$ cat src/rtl/spi_slave_port.sv
// ============================================================================
// spi_slave_port : oversampled SPI target (CPOL=1) with TX/RX holding registers
// Rev 1.0
// ============================================================================
`default_nettype none

module spi_slave_port #(
  parameter int          SYNC_STAGES = 2,
  parameter logic [7:0]  FILL_BYTE   = 8'hFF
) (
  input  logic       clk_i,
  input  logic       rst_i,
  input  logic       ss_i,
  input  logic       sclk_i,
  input  logic       mosi_i,
  output logic       miso_o,
  output logic       miso_oe_o,
  input  logic [7:0] tx_data_i,
  input  logic       tx_valid_i,
  output logic       tx_ready_o,
  output logic [7:0] rx_data_o,
  output logic       rx_valid_o,
  input  logic       rx_ack_i,
  output logic       overrun_o,
  output logic       underrun_o,
  output logic       frame_err_o,
  input  logic       clr_flags_i
);

  typedef enum logic [1:0] {ST_LOCKOUT = 2'd0, ST_IDLE = 2'd1, ST_ACTIVE = 2'd2} state_e;

  logic [SYNC_STAGES-1:0] ss_sync_q, sclk_sync_q, mosi_sync_q;
  logic       ss_s, sclk_s, mosi_s;
  logic       sclk_fall, sclk_rise, load, accept, rx_done, ovr_set, udr_set, ferr_set;

  state_e     state_q, state_d;
  logic       sclk_prev_q, sclk_prev_d;
  logic [7:0] tx_sh_q, tx_sh_d;
  logic [6:0] rx_sh_q, rx_sh_d;
  logic [2:0] bitcnt_q, bitcnt_d;
  logic [7:0] hold_q, hold_d;
  logic       hold_full_q, hold_full_d;
  logic [7:0] rx_data_q, rx_data_d;
  logic       rx_valid_q, rx_valid_d;
  logic       ovr_q, ovr_d, udr_q, udr_d, ferr_q, ferr_d;

  // SS synchronizer resets to "selected" so a frame already in progress stays locked out.
  always_ff @(posedge clk_i or posedge rst_i) begin
    if (rst_i) begin
      ss_sync_q   <= '0;
      sclk_sync_q <= '1;
      mosi_sync_q <= '0;
    end else begin
      ss_sync_q   <= {ss_sync_q[SYNC_STAGES-2:0], ss_i};
      sclk_sync_q <= {sclk_sync_q[SYNC_STAGES-2:0], sclk_i};
      mosi_sync_q <= {mosi_sync_q[SYNC_STAGES-2:0], mosi_i};
    end
  end

  assign ss_s      = ss_sync_q[SYNC_STAGES-1];
  assign sclk_s    = sclk_sync_q[SYNC_STAGES-1];
  assign mosi_s    = mosi_sync_q[SYNC_STAGES-1];
  assign sclk_fall = sclk_prev_q & ~sclk_s;
  assign sclk_rise = ~sclk_prev_q & sclk_s;
  assign accept    = tx_valid_i & ~hold_full_q;

  always_ff @(posedge clk_i or posedge rst_i) begin
    if (rst_i) begin
      state_q     <= ST_LOCKOUT;
      sclk_prev_q <= 1'b1;
      tx_sh_q     <= 8'hFF;
      rx_sh_q     <= '0;
      bitcnt_q    <= '0;
      hold_q      <= '0;
      hold_full_q <= 1'b0;
      rx_data_q   <= '0;
      rx_valid_q  <= 1'b0;
      ovr_q       <= 1'b0;
      udr_q       <= 1'b0;
      ferr_q      <= 1'b0;
    end else begin
      state_q     <= state_d;
      sclk_prev_q <= sclk_prev_d;
      tx_sh_q     <= tx_sh_d;
      rx_sh_q     <= rx_sh_d;
      bitcnt_q    <= bitcnt_d;
      hold_q      <= hold_d;
      hold_full_q <= hold_full_d;
      rx_data_q   <= rx_data_d;
      rx_valid_q  <= rx_valid_d;
      ovr_q       <= ovr_d;
      udr_q       <= udr_d;
      ferr_q      <= ferr_d;
    end
  end

  always_comb begin
    state_d     = state_q;
    sclk_prev_d = sclk_s;
    tx_sh_d     = tx_sh_q;
    rx_sh_d     = rx_sh_q;
    bitcnt_d    = bitcnt_q;
    hold_d      = hold_q;
    hold_full_d = hold_full_q;
    rx_data_d   = rx_data_q;
    rx_valid_d  = rx_valid_q;
    load        = 1'b0;
    rx_done     = 1'b0;
    ovr_set     = 1'b0;
    udr_set     = 1'b0;
    ferr_set    = 1'b0;

    case (state_q)
      ST_LOCKOUT: if (ss_s) state_d = ST_IDLE;
      ST_IDLE: begin
        if (!ss_s) begin
          state_d  = ST_ACTIVE;
          load     = 1'b1;
          bitcnt_d = '0;
        end
      end
      ST_ACTIVE: begin
        if (ss_s) begin
          state_d  = ST_IDLE;
          ferr_set = (bitcnt_q != 3'd0);
          bitcnt_d = '0;
        end else if (sclk_fall) begin
          rx_sh_d  = {rx_sh_q[5:0], mosi_s};
          bitcnt_d = bitcnt_q + 3'd1;
          if (bitcnt_q == 3'd7) begin
            rx_data_d = {rx_sh_q, mosi_s};
            rx_done   = 1'b1;
          end
        end else if (sclk_rise) begin
          if (bitcnt_q == 3'd0) load = 1'b1;
          else                  tx_sh_d = {tx_sh_q[6:0], 1'b1};
        end
      end
      default: state_d = ST_LOCKOUT;
    endcase

    // A load in the same cycle as an accept sees the register empty, so it takes FILL_BYTE.
    if (load) begin
      tx_sh_d     = hold_full_q ? hold_q : FILL_BYTE;
      udr_set     = ~hold_full_q;
      hold_full_d = 1'b0;
    end
    if (accept) begin
      hold_d      = tx_data_i;
      hold_full_d = 1'b1;
    end

    if (rx_done) begin
      rx_valid_d = 1'b1;
      ovr_set    = rx_valid_q & ~rx_ack_i;
    end else if (rx_ack_i) begin
      rx_valid_d = 1'b0;
    end

    ovr_d  = (ovr_q  & ~clr_flags_i) | ovr_set;
    udr_d  = (udr_q  & ~clr_flags_i) | udr_set;
    ferr_d = (ferr_q & ~clr_flags_i) | ferr_set;
  end

  assign miso_oe_o   = (state_q == ST_ACTIVE);
  assign miso_o      = (state_q == ST_ACTIVE) ? tx_sh_q[7] : 1'b1;
  assign tx_ready_o  = ~hold_full_q;
  assign rx_data_o   = rx_data_q;
  assign rx_valid_o  = rx_valid_q;
  assign overrun_o   = ovr_q;
  assign underrun_o  = udr_q;
  assign frame_err_o = ferr_q;

endmodule

`default_nettype wire
$ cat config.mk
export PLATFORM = sky130hd
export DESIGN_NAME = spi_slave_port
export DESIGN_NICKNAME = d
export VERILOG_FILES = /design/src/rtl/spi_slave_port.sv
export SDC_FILE = /design/constraint.sdc
export NUM_CORES = 1
export LEC_CHECK = 0
export CORE_MARGIN = 10
export CORE_UTILIZATION = 44
export DETAILED_ROUTE_END_ITERATION = 8
export PLACE_DENSITY = 0.66
export SLEW_MARGIN = 10
export SYNTH_ARGS = -nofsm -noshare
export SYNTH_HDL_FRONTEND = slang
export SYNTH_SLANG_ARGS = --single-unit
$ cat constraint.sdc
create_clock -name clk_i -period 3.4 [get_ports clk_i]
set_input_delay 0.34 -clock clk_i [delete_from_list [all_inputs] [get_ports clk_i]]
set_output_delay 0.34 -clock clk_i [all_outputs]
set_load 0.005 [all_outputs]
==> run metrics <==
status=completed; vias per cell=5.185; Post-synth EDFFs=0; FMAX=~430 MHz; PD cells=approximately 630 nW/µm²; vias in the first global route=1314; Seq/Total Area, Yosys=0.5939; share of layout cells above drive strength 1=0.2833; routability cong.=between 0.7 and 0.8; Netlist cell types=32; detailed router's first-iteration violation count=between 70 and 80; Worst-Skew Late Latency=~300 ps; Crit Path Category=reg2reg; Yosys top cell by area=dfrtp_1; largest cells by area after synthesis=dfrtp_1 (45%), dfstp_2 (14%), mux2_2 (13%); Total Wirelength=~3.6 mm; Synth top area share=0.4526; final hold violation count=0; row count=24; Final nets=around 200; initial antenna violation count=0; relative slew slack=0.4916; Tcrit/Tclk final=0.6842; DIE HEIGHT=between 80 and 90 µm; Commonest cells post-synth=dfrtp_1 (37), mux2_2 (24), dfstp_2 (11), inv_1 (11), ha_1 (8); P_leak=approximately 1.2 nW; largest net degree at the start of global routing=49; hold_buf cts=0; synthesized flop and latch total=48; RSZ-0062 raised after global routing=false; most common cell in the synthesized netlist=dfrtp_1; Die Footprint=between 7000 and 8000 µm²; worst min path class=reg2reg; routed len/inst=about 16 µm; ys async rst share=1.000; Die Width=a little under 90 µm; Root Buffer=clkbuf_8; yosys warns=0; net count after synthesis=170; GRT Total Usage=0.1049; ant diodes=0; crit path time final=~2300 ps; Max VDD drop=0.3307 mV; Fill cells=380; post-cts resize count=0; cells after synthesis=146; Worst Path Max Fanout=14; syn avg cell area=approximately 14 µm²; Initial Util=0.4634; dpl hpwl=between 2 and 3 mm; Setup TNS=0 ps; DRC violations left=0; clk slew on worst S/H paths=approximately 90 ps; postcts setup bufs=0; global-route wire length before repair=~6.5 mm; Num CTS Buffers=5; ys flop type=dfrtp_1; drt first pass iters=4; clk sinks=48; CTS max path bufs=2; via count=between 1000 and 1500; Final Non-Filler Cells=232; grt total ovfl=0; max-cap violation count=0; Pins Over Slew Limit=0; antenna viol nets, final=0; Area growth syn-to-layout=20.80%; I/O pin count=31; Fin Clk Skew=around 13 ps; core area=about 4400 µm²; WP data required=about 3600 ps; CTS tree=yes; Syn Std Cell Area=about 2000 µm²; Critical Path End Type=flop; startpoint types=flop; Port Buffers=30; final setup violation count=0; Slew @ Worst Pin=761.1 ps; Critical Path AT=2560 ps; CTS H-tree depth=2; Cells after DPL=approximately 220
final cells by class:
cell class / count / area [µm²] / area share
flip-flops and latches: 48 / 1215 / 0.4916
well taps: 52 / 65.06 / 0.02633
inverters: 11 / 41.29 / 0.01671
clock buffers: 5 / 68.82 / 0.02785
multi-input cells: 82 / 754.5 / 0.3053
clock inverters: 3 / 18.77 / 0.007595
repair buffers: 31 / 307.8 / 0.1246
logic make-up after synthesis:
| family | count (synthesis) | synth area share |
|---|---|---|
| AO/OA/AOI/OAI | 19 | 0.08441 |
| adder cells (fa/ha/maj) | 8 | 0.04893 |
| buffers and inverters | 16 | 0.03730 |
| flip-flops | 48 | 0.5939 |
| multiplexers | 31 | 0.1664 |
| AND/OR/NAND/NOR | 24 | 0.06912 |
metal layers:
metal | GRT usage | vias to the layer above | wire length [µm]
met2 | 0.1596 | 21 | 1757
li1 | - | 578 | -
met5 | 0 | - | 0
met3 | 0.04271 | 7 | 210
met4 | 0.03709 | 0 | 55
met1 | 0.1313 | 597 | 1585
flip-flops by register name, summed over array words and instances (netlist names):
register	cells
hold_q	8
rx_data_o	8
tx_sh_q	8
rx_sh_q	7
bitcnt_q	3
mosi_sync_q	2
sclk_sync_q	2
ss_sync_q	2
state_q	2
frame_err_o	1
hold_full_q	1
overrun_o	1
rx_valid_o	1
sclk_prev_q	1
underrun_o	1
worst max-delay path, cell delays in order (launching register included):
cell and delay [ps]:
dfrtp_1 440, inv_1 90, ha_1 300, and4bb_1 270
a31oi_2 630, or2_1 360, a2bb2oi_2 160
power breakdown:
group | internal [mW] | leakage [nW] | switching [mW] | total, mW
registers | 0.737 | 0.598 | 0.0925 | 0.829
logic | 0.229 | 0.508 | 0.177 | 0.406
clock network | 0.143 | 0.0479 | 0.188 | 0.332
cell usage in the layout, fill, tap and decap left out, drive strengths merged, types with 4 or more instances in the layout:
cell type and count:
a2bb2oi 5, clkbuf 5, clkdlybuf4s50 30, clkinv 4, dfrtp 37, dfstp 11
ha 8, inv 10, mux2 24, mux2i 7, nand2 7, o21ai 4
path summary, 6_finish.rpt:
check                                    start              to  slack, ps  depth (start not counted)
worst min register to register  sclk_sync_q[0]  sclk_sync_q[1]        360                          0
worst max register to register      state_q[0]      tx_sh_q[2]       1070                          6
worst max-delay path                state_q[0]      tx_sh_q[2]       1070                          6
max in group asynchronous                rst_i    rx_data_o[7]       2520                          3
min in group asynchronous                rst_i    ss_sync_q[0]        490                          3
worst min-delay path            sclk_sync_q[0]  sclk_sync_q[1]        360                          0
through the flow:
| stage | total power, mW | util | instance area [µm²] | setup WS (ps) | hold slack, ps |
|---|---|---|---|---|---|
| floorplan | 1.131 | - | 2046 | 1727 | 331.2 |
| global placement | 1.229 | 0.5400 | 2384 | 1220 | 338.3 |
| detailed placement | 1.252 | 0.5400 | 2384 | 1081 | 350.4 |
| CTS | 1.586 | 0.5598 | 2471 | 1054 | 368.0 |
| global route | 1.680 | 0.5598 | 2471 | 892.3 | 372.2 |
| finish | 1.567 | 0.5598 | 2471 | 1074 | 363.0 |
Note: power is estimated with default switching activity, not from simulation.
